`config.mk`:
```
export PLATFORM = sky130hd
export DESIGN_NAME = filter_ctrl_flat
export DESIGN_NICKNAME = d
export VERILOG_FILES = /design/src/rtl/filter_pkg.sv /design/src/rtl/filter_ctrl_if.sv /design/src/rtl/filter_ctrl_sync_fifo.sv /design/src/rtl/filter_ctrl.sv /design/src/flat_wrapper.sv
export SDC_FILE = /design/constraint.sdc
export NUM_CORES = 1
export LEC_CHECK = 0
export BUFFER_PORTS_ARGS = -buffer_cell sky130_fd_sc_hd__buf_4
export CAP_MARGIN = 20
export CORE_MARGIN = 5
export CORE_UTILIZATION = 52
export DETAILED_ROUTE_END_ITERATION = 6
export GPL_TIMING_DRIVEN = 0
export PLACE_DENSITY = 0.86
export SETUP_SLACK_MARGIN = 0.1
export SLEW_MARGIN = 25
export SYNTH_ARGS = -nofsm -noshare
export SYNTH_HDL_FRONTEND = slang
export SYNTH_SLANG_ARGS = --single-unit
```
`constraint.sdc`:
```
create_clock -name clock -period 2.3 [get_ports clock]
set_input_delay 0.46 -clock clock [delete_from_list [all_inputs] [get_ports clock]]
set_output_delay 0.46 -clock clock [all_outputs]
set_load 0.01 [all_outputs]
```
`src/rtl/filter_pkg.sv`:
```
`default_nettype none
// +----------------------------------------------------------------------------+
// | Package   : filter_pkg                                                     |
// | Purpose   : Shared constants and FSM state encoding for filter_ctrl.       |
// | Contents  : BYTE_W, FLUSH_LEN_DEF, state_t and the ST_* state codes.       |
// | Revision  : 1.0 - initial release                                          |
// +----------------------------------------------------------------------------+
package filter_pkg;

  localparam int BYTE_W        = 8;
  localparam int FLUSH_LEN_DEF = 50;

  typedef logic [2:0] state_t;

  localparam logic [2:0] ST_IDLE     = 3'd0;
  localparam logic [2:0] ST_FEED     = 3'd1;
  localparam logic [2:0] ST_WAIT_RES = 3'd2;
  localparam logic [2:0] ST_SEND     = 3'd3;
  localparam logic [2:0] ST_WAIT_TX  = 3'd4;
  localparam logic [2:0] ST_FLUSH    = 3'd5;

endpackage
`default_nettype wire

```
`src/rtl/filter_ctrl_if.sv`:
```
`default_nettype none
// +----------------------------------------------------------------------------+
// | Interface : filter_ctrl_if                                                 |
// | Purpose   : Bundles the UART RX, filter, UART TX and status signals of     |
// |             filter_ctrl.                                                   |
// | Modports  : master - the controller (drives flt_*, tx_start/tx_byte,       |
// |                      overflow, busy, sample_count)                         |
// |             slave  - the surroundings (RX, config, filter result, TX)      |
// | Revision  : 1.0 - initial release                                          |
// +----------------------------------------------------------------------------+
interface filter_ctrl_if
  import filter_pkg::*;
#(
  parameter int CNT_W = 16
);

  logic              rx_data_avail;
  logic [BYTE_W-1:0] rx_data_byte;
  logic              cfg_bypass;
  logic              cfg_flush;
  logic              flt_data_avail;
  logic [BYTE_W-1:0] flt_data_byte;
  logic              flt_result_avail;
  logic [BYTE_W-1:0] flt_result_byte;
  logic              tx_active;
  logic              tx_done;
  logic              tx_start;
  logic [BYTE_W-1:0] tx_byte;
  logic              overflow;
  logic              busy;
  logic [CNT_W-1:0]  sample_count;

  modport master (
    input  rx_data_avail, rx_data_byte, cfg_bypass, cfg_flush,
    input  flt_result_avail, flt_result_byte, tx_active, tx_done,
    output flt_data_avail, flt_data_byte, tx_start, tx_byte,
    output overflow, busy, sample_count
  );

  modport slave (
    output rx_data_avail, rx_data_byte, cfg_bypass, cfg_flush,
    output flt_result_avail, flt_result_byte, tx_active, tx_done,
    input  flt_data_avail, flt_data_byte, tx_start, tx_byte,
    input  overflow, busy, sample_count
  );

endinterface
`default_nettype wire

```
`src/rtl/filter_ctrl_sync_fifo.sv`:
```
`default_nettype none
// +----------------------------------------------------------------------------+
// | Module    : sync_fifo                                                      |
// | Purpose   : Single-clock FIFO with show-ahead head output. A push while    |
// |             full is accepted when a pop happens in the same cycle.         |
// | Ports     : clock, reset_n (async active-low)                              |
// |             push_i/din_i  - write request and data                         |
// |             pop_i         - remove head (ignored when empty)               |
// |             dout_o        - current head                                   |
// |             full_o/empty_o- status                                         |
// | Revision  : 1.0 - initial release                                          |
// +----------------------------------------------------------------------------+
module sync_fifo #(
  parameter int DEPTH = 8,
  parameter int WIDTH = 8
) (
  input  logic             clock,
  input  logic             reset_n,
  input  logic             push_i,
  input  logic             pop_i,
  input  logic [WIDTH-1:0] din_i,
  output logic [WIDTH-1:0] dout_o,
  output logic             full_o,
  output logic             empty_o
);

  localparam int AW = $clog2(DEPTH);

  // Pointers carry one extra wrap bit so full and empty are distinguishable.
  logic [AW:0]      wptr_q;
  logic [AW:0]      rptr_q;
  logic [WIDTH-1:0] mem_q [DEPTH];
  logic             do_push;
  logic             do_pop;

  always_comb begin
    empty_o = (wptr_q == rptr_q);
    full_o  = (wptr_q[AW] != rptr_q[AW]) && (wptr_q[AW-1:0] == rptr_q[AW-1:0]);
    do_pop  = pop_i && !empty_o;
    // When full, the slot being freed by the pop is the one written.
    do_push = push_i && (!full_o || do_pop);
    dout_o  = mem_q[rptr_q[AW-1:0]];
  end

  always_ff @(posedge clock or negedge reset_n) begin
    if (!reset_n) begin
      wptr_q <= '0;
      rptr_q <= '0;
    end else begin
      if (do_push) wptr_q <= wptr_q + 1'b1;
      if (do_pop)  rptr_q <= rptr_q + 1'b1;
    end
  end

  always_ff @(posedge clock) begin
    if (do_push) mem_q[wptr_q[AW-1:0]] <= din_i;
  end

endmodule
`default_nettype wire

```
`src/rtl/filter_ctrl.sv`:
```
`default_nettype none
// +----------------------------------------------------------------------------+
// | Module    : filter_ctrl                                                    |
// | Purpose   : Sequences bytes from the UART receiver through the moving-     |
// |             average filter (or straight through in bypass) to the UART     |
// |             transmitter, with a flush that zeroes the filter history.      |
// | Ports     : clock, reset_n (async active-low)                              |
// |             bus (filter_ctrl_if.master) - RX strobe/byte, cfg_bypass,      |
// |             cfg_flush, filter sample/result, TX start/done handshake,      |
// |             overflow, busy, sample_count                                   |
// | Revision  : 1.0 - initial release                                          |
// +----------------------------------------------------------------------------+
module filter_ctrl
  import filter_pkg::*;
#(
  parameter int DEPTH     = 8,
  parameter int FLUSH_LEN = FLUSH_LEN_DEF,
  parameter int CNT_W     = 16
) (
  input  logic          clock,
  input  logic          reset_n,
  filter_ctrl_if.master bus
);

  localparam int              FC_W       = $clog2(FLUSH_LEN) + 1;
  localparam logic [FC_W-1:0] FLUSH_LAST = FC_W'(FLUSH_LEN - 1);

  state_t            state_q,     state_d;
  logic [BYTE_W-1:0] tx_byte_q,   tx_byte_d;
  logic [FC_W-1:0]   flush_cnt_q, flush_cnt_d;
  logic              flush_pend_q, flush_pend_d;
  logic              overflow_q,  overflow_d;
  logic [CNT_W-1:0]  count_q,     count_d;

  logic              fifo_pop;
  logic              fifo_full;
  logic              fifo_empty;
  logic [BYTE_W-1:0] fifo_head;

  sync_fifo #(
    .DEPTH (DEPTH),
    .WIDTH (BYTE_W)
  ) u_fifo (
    .clock   (clock),
    .reset_n (reset_n),
    .push_i  (bus.rx_data_avail),
    .pop_i   (fifo_pop),
    .din_i   (bus.rx_data_byte),
    .dout_o  (fifo_head),
    .full_o  (fifo_full),
    .empty_o (fifo_empty)
  );

  always_comb begin
    state_d            = state_q;
    tx_byte_d          = tx_byte_q;
    flush_cnt_d        = flush_cnt_q;
    overflow_d         = overflow_q;
    count_d            = count_q;
    fifo_pop           = 1'b0;
    bus.flt_data_avail = 1'b0;
    bus.flt_data_byte  = '0;
    bus.tx_start       = 1'b0;
    // A flush request is latched in every state, including during a flush.
    flush_pend_d       = flush_pend_q | bus.cfg_flush;

    case (state_q)
      ST_IDLE: begin
        if (flush_pend_q) begin
          // Clearing on entry lets a cfg_flush during FLUSH queue another one.
          state_d      = ST_FLUSH;
          flush_cnt_d  = '0;
          flush_pend_d = bus.cfg_flush;
          overflow_d   = 1'b0;
          count_d      = '0;
        end else if (!fifo_empty) begin
          if (bus.cfg_bypass) begin
            fifo_pop  = 1'b1;
            tx_byte_d = fifo_head;
            state_d   = ST_SEND;
          end else begin
            state_d = ST_FEED;
          end
        end
      end
      ST_FEED: begin
        fifo_pop           = 1'b1;
        bus.flt_data_avail = 1'b1;
        bus.flt_data_byte  = fifo_head;
        state_d            = ST_WAIT_RES;
      end
      ST_WAIT_RES: begin
        if (bus.flt_result_avail) begin
          tx_byte_d = bus.flt_result_byte;
          state_d   = ST_SEND;
        end
      end
      ST_SEND: begin
        if (!bus.tx_active) begin
          bus.tx_start = 1'b1;
          state_d      = ST_WAIT_TX;
        end
      end
      ST_WAIT_TX: begin
        if (bus.tx_done) begin
          count_d = count_q + 1'b1;
          state_d = ST_IDLE;
        end
      end
      ST_FLUSH: begin
        // Filter results produced during the flush are simply not captured.
        bus.flt_data_avail = 1'b1;
        flush_cnt_d        = flush_cnt_q + 1'b1;
        if (flush_cnt_q == FLUSH_LAST) state_d = ST_IDLE;
      end
      default: state_d = ST_IDLE;
    endcase

    // Drop only when full and the same cycle does not free a slot.
    if (bus.rx_data_avail && fifo_full && !fifo_pop) overflow_d = 1'b1;
  end

  always_ff @(posedge clock or negedge reset_n) begin
    if (!reset_n) begin
      state_q      <= ST_IDLE;
      tx_byte_q    <= '0;
      flush_cnt_q  <= '0;
      flush_pend_q <= 1'b0;
      overflow_q   <= 1'b0;
      count_q      <= '0;
    end else begin
      state_q      <= state_d;
      tx_byte_q    <= tx_byte_d;
      flush_cnt_q  <= flush_cnt_d;
      flush_pend_q <= flush_pend_d;
      overflow_q   <= overflow_d;
      count_q      <= count_d;
    end
  end

  assign bus.tx_byte      = tx_byte_q;
  assign bus.overflow     = overflow_q;
  assign bus.sample_count = count_q;
  assign bus.busy         = (state_q != ST_IDLE) || !fifo_empty;

endmodule
`default_nettype wire
```
`src/flat_wrapper.sv`:
```
// flat-port wrapper written by rule: the top's interface ports become plain ports
module filter_ctrl_flat import filter_pkg::*;
#(
  parameter int DEPTH     = 8,
  parameter int FLUSH_LEN = FLUSH_LEN_DEF,
  parameter int CNT_W     = 16
)
  (clock, reset_n, bus_rx_data_avail, bus_rx_data_byte, bus_cfg_bypass, bus_cfg_flush, bus_flt_result_avail, bus_flt_result_byte, bus_tx_active, bus_tx_done, bus_flt_data_avail, bus_flt_data_byte, bus_tx_start, bus_tx_byte, bus_overflow, bus_busy, bus_sample_count);
  filter_ctrl_if #(.CNT_W(CNT_W)) bus_i ();
  input  logic clock;
  input  logic reset_n;
  input wire logic [$bits(bus_i.rx_data_avail)-1:0] bus_rx_data_avail;
  input wire logic [$bits(bus_i.rx_data_byte)-1:0] bus_rx_data_byte;
  input wire logic [$bits(bus_i.cfg_bypass)-1:0] bus_cfg_bypass;
  input wire logic [$bits(bus_i.cfg_flush)-1:0] bus_cfg_flush;
  input wire logic [$bits(bus_i.flt_result_avail)-1:0] bus_flt_result_avail;
  input wire logic [$bits(bus_i.flt_result_byte)-1:0] bus_flt_result_byte;
  input wire logic [$bits(bus_i.tx_active)-1:0] bus_tx_active;
  input wire logic [$bits(bus_i.tx_done)-1:0] bus_tx_done;
  output wire logic [$bits(bus_i.flt_data_avail)-1:0] bus_flt_data_avail;
  output wire logic [$bits(bus_i.flt_data_byte)-1:0] bus_flt_data_byte;
  output wire logic [$bits(bus_i.tx_start)-1:0] bus_tx_start;
  output wire logic [$bits(bus_i.tx_byte)-1:0] bus_tx_byte;
  output wire logic [$bits(bus_i.overflow)-1:0] bus_overflow;
  output wire logic [$bits(bus_i.busy)-1:0] bus_busy;
  output wire logic [$bits(bus_i.sample_count)-1:0] bus_sample_count;
  assign bus_i.rx_data_avail = bus_rx_data_avail;
  assign bus_i.rx_data_byte = bus_rx_data_byte;
  assign bus_i.cfg_bypass = bus_cfg_bypass;
  assign bus_i.cfg_flush = bus_cfg_flush;
  assign bus_i.flt_result_avail = bus_flt_result_avail;
  assign bus_i.flt_result_byte = bus_flt_result_byte;
  assign bus_i.tx_active = bus_tx_active;
  assign bus_i.tx_done = bus_tx_done;
  assign bus_flt_data_avail = bus_i.flt_data_avail;
  assign bus_flt_data_byte = bus_i.flt_data_byte;
  assign bus_tx_start = bus_i.tx_start;
  assign bus_tx_byte = bus_i.tx_byte;
  assign bus_overflow = bus_i.overflow;
  assign bus_busy = bus_i.busy;
  assign bus_sample_count = bus_i.sample_count;
  filter_ctrl #(.DEPTH(DEPTH), .FLUSH_LEN(FLUSH_LEN), .CNT_W(CNT_W)) u_core (.clock(clock), .reset_n(reset_n), .bus(bus_i));
endmodule
```
# After elaboration in Yosys (flattened, before gate mapping)

Memories as Yosys holds them, arrays and structs flattened.
Cells that the tools add are included.

$add $sub $neg: 4
Eq/ne operators: 18
Mux-type cells: 33
Bitwise gates (word level): 1
Reduce and logical (&&, ||, !) cells: 23

Operators with widths:

| operator                                               | number |
|---|---|
| 2-to-1 mux 8 bit                                       | 5 |
| 2-to-1 mux 16 bit                                      | 2 |
| one-hot mux 16 bit (2 select lines)                    | 1 |
| 2-to-1 mux 3 bit                                       | 6 |
| one-hot mux 3 bit (6 select lines)                     | 1 |
| adder 16 x 1 -> 16 bit (second input constant)         | 1 |
| one-hot mux 8 bit (2 select lines)                     | 1 |
| one-hot mux 7 bit (2 select lines)                     | 1 |
| 2-to-1 mux 1 bit                                       | 13 |
| inequality test 2 bit (second input constant)          | 6 |
| AND reduction 5 bit                                    | 2 |
| nonzero test 2 bit                                     | 5 |
| adder 4 x 1 -> 4 bit (second input constant)           | 2 |
| adder 7 x 1 -> 7 bit (second input constant)           | 1 |
| equality test 7 x 6 -> 1 bit (second input constant)   | 1 |
| 2-to-1 mux 7 bit                                       | 1 |
| equality test 3 x 2 -> 1 bit (second input constant)   | 2 |
| equality test 3 bit (second input constant)            | 2 |
| logical AND 1 bit                                      | 5 |
| equality test 4 bit                                    | 1 |
| inequality test 2 x 1 -> 1 bit (second input constant) | 2 |
| AND reduction 2 bit                                    | 2 |
| equality test 3 x 1 -> 1 bit (second input constant)   | 1 |
| equality test 3 bit                                    | 1 |
| 11 further kinds                                       | 14 |

Register bits: 44
RAM bits: 64
Bits of input ports: 24
Word-level logic and storage cells: 88
Memories kept: 1

Memories:

| name                | words | width | rd ports | clocked after memory_dff | wr ports | RTL line                    | RTL |
|---|---|---|---|---|---|---|---|
| u_core.u_fifo.mem_q | 8     | 8     | 1        | 0                        | 1        | filter_ctrl_sync_fifo.sv:32 | `logic [WIDTH-1:0] mem_q [DEPTH];` |

# Longest topological paths before layout

Gate-level depths: netlist of run 1.

Word-level depth: 9
Gate-level depth with buffers: 6

# Modules after synthesis

A second synthesis of run 1 with hierarchy kept.

Cell total of the unflattened synthesis: 367
Area total of the unflattened synthesis: 4987.3 µm²

By module, submodules not included:

| module      | times used | cells an instance | area each (µm²) | sequential area each (µm²) |
|---|---|---|---|---|
| sync_fifo   | 1          | 150               | 2984.1          | 2122.0 |
| filter_ctrl | 1          | 217               | 2003.2          | 900.9 |

# Least setup slack after synthesis of run 1

Ideal clock, no wire load.

Path type: input port to flip-flop
From: input port bus_cfg_bypass
To: memory u_core.u_fifo.mem_q[1][0], enable pin
Library setup time: 0.398 ns
Arrival: 1.984 ns
Required time: 1.902 ns
Path slack: -0.082 ns
Stages on the path: 4
Buffers on the path: 0
Cell sequence: nor2b_1 -> o21a_1 -> o21ai_2 -> nor4b_1

Longest elaborated chain between the ends: 9

Ends and longest elaborated chain:

| element                                | RTL line                    | RTL |
|---|---|---|
| start, declared                        | flat_wrapper.sv:14          | `input wire logic [$bits(bus_i.cfg_bypass)-1:0] bus_cfg_bypass;` |
| 2-to-1 mux 1 bit                       | filter_ctrl.sv:77           | `if (bus.cfg_bypass) begin` |
| 2-to-1 mux 1 bit                       | filter_ctrl.sv:76           | `end else if (!fifo_empty) begin` |
| 2-to-1 mux 1 bit                       | filter_ctrl.sv:69           | `if (flush_pend_q) begin` |
| one-hot mux 1 bit (2 select lines)     | filter_ctrl.sv:67           | `case (state_q)` |
| logical AND 1 bit                      | filter_ctrl_sync_fifo.sv:39 | `do_pop = pop_i && !empty_o;` |
| logical OR 1 bit                       | filter_ctrl_sync_fifo.sv:41 | `do_push = push_i && (!full_o \|\| do_pop);` |
| logical AND 1 bit                      | filter_ctrl_sync_fifo.sv:41 |  |
| 2-to-1 mux 1 bit                       | filter_ctrl_sync_fifo.sv:56 | `if (do_push) mem_q[wptr_q[AW-1:0]] <= din_i;` |
| 2-to-1 mux 1 bit (not written as such) | filter_ctrl_sync_fifo.sv:56 |  |
| end, declared                          | filter_ctrl_sync_fifo.sv:32 |  |

No other way between the ends.

# Worst setup path in the final report of run 1

From: register u_core.u_fifo.rptr_q[0]
To: output port bus_flt_data_byte[5]

Longest elaborated chain between the ends: 2

Ends and longest elaborated chain:

| element                | RTL line                    | RTL |
|---|---|---|
| start, declared        | filter_ctrl_sync_fifo.sv:31 | `logic [AW:0] rptr_q;` |
| start signal, assigned | filter_ctrl_sync_fifo.sv:51 | `if (do_pop) rptr_q <= rptr_q + 1'b1;` |
| memory (8 x 8 bit)     | -                           |  |
| 2-to-1 mux 8 bit       | filter_ctrl.sv:67           |  |
| end, declared          | flat_wrapper.sv:21          | `output wire logic [$bits(bus_i.flt_data_byte)-1:0] bus_flt_data_byte;` |

No other way between the ends.

==> results of run 1 <==
routing by layer:
| layer | routed length, µm | global-route usage, % | up-vias |
|---|---|---|---|
| met2 | 6710 | 36.6 | 199 |
| met3 | 1040 | 4.50 | 48 |
| li1 | - | - | 1633 |
| met5 | 0 | 0 | - |
| met4 | 595 | 10.6 | 0 |
| met1 | 4950 | 25.0 | 1832 |
final timing paths:
kind | endpoint | slack [ps] | start | depth (start not counted)
min | u_core.bus.sample_count[13]$_DFFE_PN0P_ | 50 | reset_n | 1
max reg2reg | u_core.u_fifo.mem_q[7][7]$_DFFE_PP_ | 130 | u_core.u_fifo.wptr_q[1]$_DFFE_PN0P_ | 5
max | bus_flt_data_byte[5] | -70 | u_core.u_fifo.rptr_q[0]$_DFFE_PN0P_ | 6
max in group asynchronous | u_core.u_fifo.rptr_q[1]$_DFFE_PN0P_ | 1830 | reset_n | 1
min in group clock | u_core.flush_pend_q$_DFF_PN0_ | 280 | bus_cfg_flush | 2
min reg2reg | u_core.flush_cnt_q[6]$_DFFE_PN0P_ | 510 | u_core.flush_cnt_q[6]$_DFFE_PN0P_ | 1
state kept, by name (all words and copies together), names as in the netlist:
name,count
u_core.u_fifo.mem_q,64
u_core.bus.sample_count,16
u_core.bus.tx_byte,8
u_core.flush_cnt_q,7
u_core.u_fifo.rptr_q,4
u_core.u_fifo.wptr_q,4
u_core.state_q,3
u_core.bus.overflow,1
u_core.flush_pend_q,1
per-stage QoR:
stage	setup slack, ps	total power, mW	setup TNS (ps)	hold WS, ps	area, µm²
2_1_floorplan	-82.1	4.61	-1310	164	4950
3_3_place_gp	-733	5.37	-26020	478	5550
3_5_place_dp	-31.0	5.54	-246	477	5610
4_1_cts	6.17	7.17	0	71.8	6070
5_1_grt	-83.9	8.15	-421	93.0	6320
6_report	-73.8	7.84	-250	45.0	6320
power groups by stage:
stage	sequential, mW	clock, mW	combinational, mW
floorplan	2.74	0	1.88
global placement	2.73	0	2.65
detailed placement	2.75	0	2.79
CTS	2.69	1.15	3.33
global route	2.75	1.26	4.14
finish	2.72	1.19	3.92
area by class of cell:
class	instances	area (µm²)	area share, %
Buffer	17	134	2.12
Multi-Input combinational cell	249	2090	33.1
Timing Repair Buffer	83	662	10.5
Inverter	12	47.5	0.752
Sequential cell	108	3030	47.9
Clock inverter	7	75.1	1.19
Clock buffer	9	124	1.96
Tap cell	129	161	2.55
logic make-up (layout without fill, tap and decap cells):
family | Yosys count | in the layout
AO/OA/AOI/OAI | 66 | 66
AND/OR/NAND/NOR | 115 | 116
buffers and inverters | 29 | 128
XOR/XNOR | 15 | 15
multiplexers | 47 | 47
flip-flops | 108 | 108
adder cells (fa/ha/maj) | 5 | 5
repair_timing:
item,CTS,global route
gates cloned,1,1
buffers inserted,10,10
pin swaps,5,11
endpoints found under the setup margin,19,62
gates resized for setup,44,26
layout by cell type (no fill, tap or decap), types with 4 or more instances in the layout:
cell type,instances
buf_4,76
edfxtp_1,64
dfrtp_1,41
nand2_1,28
mux2i_1,26
o21ai_0,18
inv_1,11
nor2_1,11
mux2_4,10
buf_2,9
a22o_1,9
mux2_2,9
nand3_1,9
clkbuf_8,9
o31a_1,8
nor3_2,7
xor2_1,7
xnor2_1,7
nand4_1,7
a21oi_1,7
nor3_1,6
or3_1,5
ha_1,5
o22ai_4,4
nor2b_1,4
o22ai_2,4
and3_1,4
o211ai_1,4
and2_1,4
==> metrics.txt, run 1 <==
outcome=finished with violations; failing checks=setup timing; Post-Route WL=13.3 mm; CTS buffer count=9; fillers=590; Final setup viols=7; VDD IR-drop max=538 µV; Ports=60; Synth area leader=edfxtp_1; vias per cell=6.05; clock share of power=15.2%; antenna cells=0; Final min period=2370 ps; latest clock arrival within the worst-skew pair=400 ps; crit path max fanout=7; largest net degree at the start of global routing=45; clock root cell=clkbuf_8; total leakage power=2.56 nW; Num Clock Sinks=108; FFs w/ async S/R, synth=40.7%; final hold vios=0; crit path DAT=1910 ps; CTS Hold Bufs=0; placed cells=576; Clock Path Buffers=2; min-delay worst type=input port to async pin; WL per Instance=21.7 µm; Area contributors post-synth=edfxtp_1, dfrtp_1, mux2i_1; share of post-route cells with drive strength above 1=37.1%; gate count of the mapped netlist=385; GR Overflow Total=0; most common flop cell mapped by yosys=edfxtp_1; Setup crit start kind=register; CTS tree=yes; Netlist cell types=54; top-count cell post-synth=edfxtp_1; Crit-path slowest cell=dfrtp_1; top cell type's share of synthesized area=38.8%; global-route usage over all layers=21.2%; Syn Nets=414; final design utilization=68.4%; RSZ-0062 raised after global routing=yes; family with the most delay on the worst path=buffers and inverters; Post-Syn Area per Cell=12.9 µm²; FF+latch count, synth=108; Crit Path Class=register to output port; Post-Synth XOR/XNOR Area=2.65%; Required @ worst endpoint=1840 ps; Pre-antenna DRT Iters=6; final slew viol count=0; CTS clock-pin slew for the worst setup and hold paths=120 ps; Setup Skew=22.3 ps; crit end category=output port; Routability Congestion=0.852; largest family of logic cells by synthesized area=simple AND/OR/NAND/NOR gates; Cell Count, Final, Fillers Out=614; CTS H-tree lvls=3; DRC violations left=0; Fmax=0.421 GHz; commonest cells in the synthesized netlist=edfxtp_1, dfrtp_1, nand2_1, mux2i_1; headroom to the max-slew limit=52.2%; period utilization=103%; PD cells=1240 nW/µm²; Max Cap Violations=0; CP bufs+invs=3; Final Worst Setup Slack=-73.8 ps; Int Pwr=4.67 mW; initial antenna violation count=0; HPWL Detailed=7.51 mm; first-pass GRT wire length=18.6 mm; mapped cell area=4950 µm²; Port Buffers=59; mux contribution to synthesized area=10.1%; Post-Synth Adder-Cell Area=1.26%; Area Overhead vs Synth=27.7%; sequential cell fraction of total power=34.8%; die area=11600 µm²; Post-synth EDFFs=64; Synth warnings=0; simple-gate share of the synthesized area=13.0%; net load switching power=3.17 mW; CP Cell Sequence=buf_6, buf_8, mux2_4, o22ai_4, nor3_2, buf_4; Initial Util=53.6%; NumNets Final=509; # rows=35; Sw Ratio=40.5%; Routed Antenna Nets=0; Die W=108 µm; core area=9240 µm²; Gate power share=50.1%; initial detailed-routing violation count=287; die height=108 µm; vias=3712; Synth Area in Compound Gates=9.13%; vias in the first global route=3614; Worst path max stage delay=400 ps; Worst-Margin Slew=707 ps; sequential area share after synthesis=61.1%
Note: power is estimated with default switching activity, not from simulation.
==> run 2, diff against run 1 <==
--- a/config.mk
+++ b/config.mk
@@ -8,10 +8,10 @@
 export BUFFER_PORTS_ARGS = -buffer_cell sky130_fd_sc_hd__buf_4
 export CAP_MARGIN = 20
 export CORE_MARGIN = 5
-export CORE_UTILIZATION = 52
+export CORE_UTILIZATION = 53
 export DETAILED_ROUTE_END_ITERATION = 6
 export GPL_TIMING_DRIVEN = 0
-export PLACE_DENSITY = 0.86
+export PLACE_DENSITY = 0.85
 export SETUP_SLACK_MARGIN = 0.1
 export SLEW_MARGIN = 25
 export SYNTH_ARGS = -nofsm -noshare
==> constraint.sdc (replaced) <==
create_clock -name clock -period 2.2 [get_ports clock]
set_input_delay 0.33 -clock clock [delete_from_list [all_inputs] [get_ports clock]]
set_output_delay 0.33 -clock clock [all_outputs]
set_load 0.01 [all_outputs]
==> run 2 against run 1 <==
- critical path depth is the same
- critical path type unchanged
- die area decreased by 1.7%
- largest power group unchanged
- first-iteration DRC count down 10%
- critical endpoint unchanged
- the run still ends with setup timing left
- largest cell class unchanged
==> metrics.txt, run 2 (synthesized netlist as in run 1, its figures left out) <==
Worst Setup EP=bus_flt_data_byte[5] (unchanged); headroom to the max-slew limit=51.4% (was 52.2%); core area=9150 µm² (was 9240 µm²); first-pass GRT wire length=19.3 mm (was 18.6 mm); Worst R2R End=u_core.u_fifo.mem_q[0][3]$_DFFE_PP_ (was u_core.u_fifo.mem_q[7][7]$_DFFE_PP_); Routed Antenna Nets=0 (unchanged); initial antenna violation count=0 (unchanged); Port Buffers=59 (unchanged); Ports=60 (unchanged); NumNets Final=511 (was 509); clock root cell=clkbuf_8 (unchanged); CTS clock-pin slew for the worst setup and hold paths=120 ps (about the same); HPWL Detailed=7.58 mm (was 7.51 mm); CTS buffer count=9 (unchanged); Num Clock Sinks=108 (unchanged); Crit Path Class=register to output port (unchanged); Required @ worst endpoint=1870 ps (was 1840 ps); Worst-Margin Slew=719 ps (was 707 ps); Max Cap Violations=0 (unchanged); pre-CTS setup slack=-54.9 ps (was -31.0 ps); crit path DAT=1890 ps (was 1910 ps); R2R cell count=6 (was 5); Final min period=2220 ps; share of post-route cells with drive strength above 1=37.6% (was 37.1%); flop2flop setup slack=140 ps (was 130 ps); global-route usage over all layers=22.0% (was 21.2%); initial detailed-routing violation count=257 (was 287); RR Startpoint=u_core.u_fifo.rptr_q[2]$_DFFE_PN0P_ (was u_core.u_fifo.wptr_q[1]$_DFFE_PN0P_); Final Worst Setup Slack=-24.8 ps (was -73.8 ps); Setup TNS=-42.0 ps (was -250 ps); most frequent cells in the layout=buf_4, edfxtp_1, dfrtp_1 (unchanged); max FFs per register=64 (unchanged); Pre-antenna DRT Iters=5 (was 6); Routability Congestion=0.834 (was 0.852); outcome=finished with violations (unchanged); CTS H-tree lvls=3 (unchanged); Setup Skew=20.9 ps (was 22.3 ps); PD cells=1300 nW/µm² (was 1240 nW/µm²); Post-Route WL=12.9 mm (was 13.3 mm); vias=3745 (was 3712); die area=11400 µm² (was 11600 µm²); period utilization=101%; GR Overflow Total=0 (unchanged); Clock Path Buffers=2 (unchanged); CTS tree=yes (unchanged); total leakage power=2.61 nW (was 2.56 nW); Die W=107 µm (was 108 µm); vias in the first global route=3752 (was 3614); die height=107 µm (was 108 µm); largest net degree at the start of global routing=45 (unchanged); Area Overhead vs Synth=29.2% (was 27.7%); crit end category=output port (unchanged); Fmax=0.449 GHz; VDD IR-drop max=600 µV (was 538 µV); vias per cell=6.26 (was 6.05); RSZ-0062 raised after global routing=yes (unchanged); failing checks=setup timing (unchanged); final slew viol count=0 (unchanged); Final setup viols=2 (was 7); Setup crit start kind=register (unchanged); final design utilization=69.9% (was 68.4%); min-delay worst type=input port to register (was input port to async pin); latest clock arrival within the worst-skew pair=400 ps (about the same); WL per Instance=21.6 µm (was 21.7 µm); DRC violations left=0 (unchanged); commonest non-fill, non-tap cell in the layout=buf_4 (unchanged); Setup crit start=u_core.u_fifo.rptr_q[0]$_DFFE_PN0P_ (unchanged); final hold vios=0 (unchanged); crit path max fanout=6 (was 7); # rows=35 (unchanged); antenna cells=0 (unchanged); Initial Util=54.1% (was 53.6%)
## run 2: cell types whose count changed in the layout (fill, tap and decap cells not counted), sizes merged
cell / before / now
clkinv: 2 / 3
clkinvlp: 1 / 0
dlygate4sd3: 0 / 1
clkbuf: 16 / 14
buf: 93 / 96
## run 2: metrics by stage
stage / power, mW / cells / hold slack [ps] / cell area [µm²]
4_1_cts: 7.82 / 593 / 122 / 6220
5_1_grt: 8.68 / 598 / 149 / 6390
6_report: 8.31 / 598 / 133 / 6390
3_3_place_gp: 5.62 / 555 / 355 / 5530
2_1_floorplan: 4.82 / 385 / 34.4 / 4950
3_5_place_dp: 5.81 / 558 / 358 / 5580
## run 2: routing by layer
metal,GRT usage [%],wire length [µm],up-vias
met1,27.4,4910,1868
li1,-,-,1641
met2,37.1,6700,200
met4,10.9,370,0
met5,0,0,-
met3,3.97,936,36
## run 2: how the worst min path moves through the flow
stage             startpoint                                 to  slack [ps]  depth (start not counted)
2_1_floorplan        reset_n    u_core.bus.overflow$_DFFE_PN0P_          30                          0
3_3_place_gp         reset_n  u_core.flush_cnt_q[1]$_DFFE_PN0P_         360                          1
3_5_place_dp         reset_n  u_core.flush_cnt_q[1]$_DFFE_PN0P_         360                          1
4_1_cts        bus_cfg_flush      u_core.flush_pend_q$_DFF_PN0_         120                          2
5_1_grt        bus_cfg_flush      u_core.flush_pend_q$_DFF_PN0_         150                          2
6_report       bus_cfg_flush      u_core.flush_pend_q$_DFF_PN0_         130                          2
## run 2: report_power, final
part / switching, mW / leakage (nW) / internal [mW]
registers: 0.303 / 1.14 / 2.58
clock network: 0.816 / 0.105 / 0.465
logic: 2.21 / 1.36 / 1.94
## run 2: timing repair
item | in CTS | in global routing
resized for setup | 55 | 36
setup endpoints to repair | 47 | 79
endpoints found under the hold margin | 44 | 0
gates cloned | 4 | 0
hold buffers | 1 | 0
pin swaps | 12 | 15
buffers inserted | 14 | 7
## run 2: critical path, cell delays in order (launching register included)
cell     delay [ps]
dfrtp_1         390
buf_6           180
buf_8           150
mux2_4          320
o22ai_4         240
nor3_4           90
buf_6           130
## run 2: final cells by class
| cell class | instances | area [µm²] |
|---|---|---|
| flip-flops and latches | 108 | 3030 |
| fillers | 574 | 2760 |
| multi-input cells | 249 | 2130 |
| repair buffers | 85 | 692 |
| plain buffers | 17 | 148 |
| well taps | 111 | 139 |
| clock buffers | 9 | 124 |
| clock inverters | 7 | 86.3 |
| inverters | 12 | 47.5 |
==> run 3, diff against run 2 <==
--- a/config.mk
+++ b/config.mk
@@ -8,10 +8,10 @@
 export BUFFER_PORTS_ARGS = -buffer_cell sky130_fd_sc_hd__buf_4
 export CAP_MARGIN = 20
 export CORE_MARGIN = 5
-export CORE_UTILIZATION = 53
+export CORE_UTILIZATION = 45
 export DETAILED_ROUTE_END_ITERATION = 6
 export GPL_TIMING_DRIVEN = 0
-export PLACE_DENSITY = 0.85
+export PLACE_DENSITY = 0.75
 export SETUP_SLACK_MARGIN = 0.1
 export SLEW_MARGIN = 25
 export SYNTH_ARGS = -nofsm -noshare
==> run 3 against run 2 <==
- the run now ends clean
- via count fell by 7.6%
- critical endpoint is now bus_flt_data_byte[1]
- largest power group unchanged
- count of clock-buffer cells in the layout did not move
- clock power fell by 4%
==> metrics.txt, run 3 (synthesized netlist as in run 1, its figures left out) <==
outcome=completed (was finished with violations); latest clock arrival within the worst-skew pair=370 ps (was 400 ps); Final min period=2190 ps (was 2220 ps); max FFs per register=64 (unchanged); vias in the first global route=3432 (was 3752); # rows=38 (was 35); Worst path max stage delay=390 ps (about the same); CTS H-tree lvls=3 (unchanged); die area=13200 µm² (was 11400 µm²); core area=10800 µm² (was 9150 µm²); Ports=60 (unchanged); Post-Route WL=11.6 mm (was 12.9 mm); initial detailed-routing violation count=306 (was 257); Die W=115 µm (was 107 µm); Gate power share=49.5% (was 49.9%); first-pass GRT wire length=18.0 mm (was 19.3 mm); final hold vios=0 (unchanged); FF/Latch Area=3030 µm² (unchanged); crit path max fanout=7 (was 6); headroom to the max-slew limit=54.7% (was 51.4%); Final setup viols=0 (was 2); die height=115 µm (was 107 µm); Int Pwr=4.95 mW (was 4.99 mW); Area Overhead vs Synth=29.8% (was 29.2%); WL per Instance=18.6 µm (was 21.6 µm); Crit Path Class=register to output port (unchanged); crit path DAT=1860 ps (was 1890 ps); HPWL Detailed=7.67 mm (was 7.58 mm); most frequent cells in the layout=buf_4, edfxtp_1, dfrtp_1 (unchanged); Port Buffers=59 (unchanged); Crit-path slowest cell=dfrtp_1 (unchanged); share of post-route cells with drive strength above 1=36.2% (was 37.6%); Placement Cell Area=5620 µm² (was 5580 µm²); sequential cell fraction of total power=35.3% (was 34.7%); final slew viol count=0 (unchanged); fillers=814 (was 574); Setup crit start kind=register (unchanged); CTS clock-pin slew for the worst setup and hold paths=120 ps (about the same); Routed Antenna Nets=0 (unchanged); total leakage power=2.57 nW (was 2.61 nW); global-route usage over all layers=17.5% (was 22.0%); vias per cell=5.55 (was 6.26); Fmax=0.457 GHz (was 0.449 GHz); PD cells=1260 nW/µm² (was 1300 nW/µm²); Hold Slack=150 ps (was 133 ps); clock root cell=clkbuf_8 (unchanged); Required @ worst endpoint=1870 ps (about the same); largest net degree at the start of global routing=45 (unchanged); vias=3461 (was 3745); multi-input logic area=2090 µm² (was 2130 µm²); Max Cap Violations=0 (unchanged); Worst-Margin Slew=670 ps (was 719 ps); Routability Congestion=0.844 (was 0.834); Num Clock Sinks=108 (unchanged); CP Cell Sequence=buf_8, buf_6, mux2_2, o22ai_2, nor3_2, buf_4 (was buf_6, buf_8, mux2_4, o22ai_4, nor3_4, buf_6); min-delay worst type=input port to register (unchanged); crit end category=output port (unchanged); CTS buffer count=9 (unchanged); Clock Path Buffers=2 (unchanged); VDD IR-drop max=617 µV (was 600 µV); RSZ-0062 raised after global routing=yes (unchanged); antenna cells=0 (unchanged); period utilization=99.5% (was 101%); CTS tree=yes (unchanged); clock share of power=15.2% (was 15.4%); Initial Util=45.8% (was 54.1%); Setup Skew=15.3 ps (was 20.9 ps); pre-CTS setup slack=-113 ps (was -54.9 ps); Pre-antenna DRT Iters=5 (unchanged); DRC violations left=0 (unchanged); initial antenna violation count=0 (unchanged); net load switching power=3.15 mW (was 3.33 mW); final design utilization=59.5% (was 69.9%); Final Instance Area=6420 µm² (was 6390 µm²); Final Worst Setup Slack=10.2 ps (was -24.8 ps); GR Overflow Total=0 (unchanged); Power Total=8.10 mW (was 8.31 mW); commonest non-fill, non-tap cell in the layout=buf_4 (unchanged); Sw Ratio=38.9% (was 40.0%); NumNets Final=508 (was 511)
[run 3: cell count changes in the layout (fill, tap and decap cells not counted), sizes merged]
cell	previous run	this run
buf	96	94
clkbuf	14	13
clkinv	3	4
inv	16	15
[run 3: routing by layer]
metal | GRT usage [%] | vias up | share of wire, %
li1 | - | 1642 | -
met1 | 22.8 | 1714 | 41
met2 | 30.4 | 94 | 52
met3 | 3.00 | 11 | 6.0
met4 | 4.30 | 0 | 0.96
met5 | 0 | - | 0
[run 3: power groups by stage]
stage	Combinational [mW]	Sequential, mW	Clock (mW)
3_3_place_gp	2.80	2.86	0
5_1_grt	4.32	2.90	1.34
6_report	4.01	2.86	1.23
3_5_place_dp	2.94	2.88	0
4_1_cts	3.77	2.83	1.25
2_1_floorplan	1.96	2.86	0
[run 3: final cells by class]
type / instances / area share (%)
Sequential cell: 108 / 47.1
Multi-Input combinational cell: 249 / 32.6
Timing Repair Buffer: 83 / 11.2
Tap cell: 140 / 2.73
Buffer: 16 / 2.42
Clock buffer: 9 / 1.93
Clock inverter: 7 / 1.38
Inverter: 12 / 0.701
[run 3: critical path, delay by kind of cell, from the launching register on]
kind,cells,cell delay [ps]
AOI/OAI and AO/OA,1,210
buffers and inverters,3,470
DFF,1,390
muxes,1,350
and+or+nand+nor,1,80
[run 3: per-stage QoR]
step	TNS (ps)	instances
finish	0	624
global route	-123	624
CTS	0	618
detailed placement	-1730	587
global placement	-30570	584
floorplan	-2080	385
[run 3: final timing paths]
path | from | to | slack, ps | cells past startpoint
hold reg to reg | u_core.u_fifo.rptr_q[3]$_DFFE_PN0P_ | u_core.u_fifo.rptr_q[3]$_DFFE_PN0P_ | 510 | 1
max in group asynchronous | reset_n | u_core.state_q[1]$_DFFE_PN0P_ | 1270 | 2
setup / recovery | u_core.u_fifo.rptr_q[0]$_DFFE_PN0P_ | bus_flt_data_byte[1] | 10 | 6
min in group asynchronous | reset_n | u_core.flush_cnt_q[0]$_DFFE_PN0P_ | 500 | 2
setup reg to reg | u_core.u_fifo.wptr_q[0]$_DFFE_PN0P_ | u_core.u_fifo.mem_q[1][1]$_DFFE_PP_ | 160 | 7
hold / removal | bus_cfg_flush | u_core.flush_pend_q$_DFF_PN0_ | 150 | 2
[run 3: repair_timing]
item / CTS / global route
setup endpoints to repair: 59 / 59
gates resized for setup: 57 / 30
pin swaps: 12 / 8
hold buffers: 1 / 0
buffers inserted: 12 / 7
gates cloned: 3 / 0
hold endpoints to repair: 44 / 0
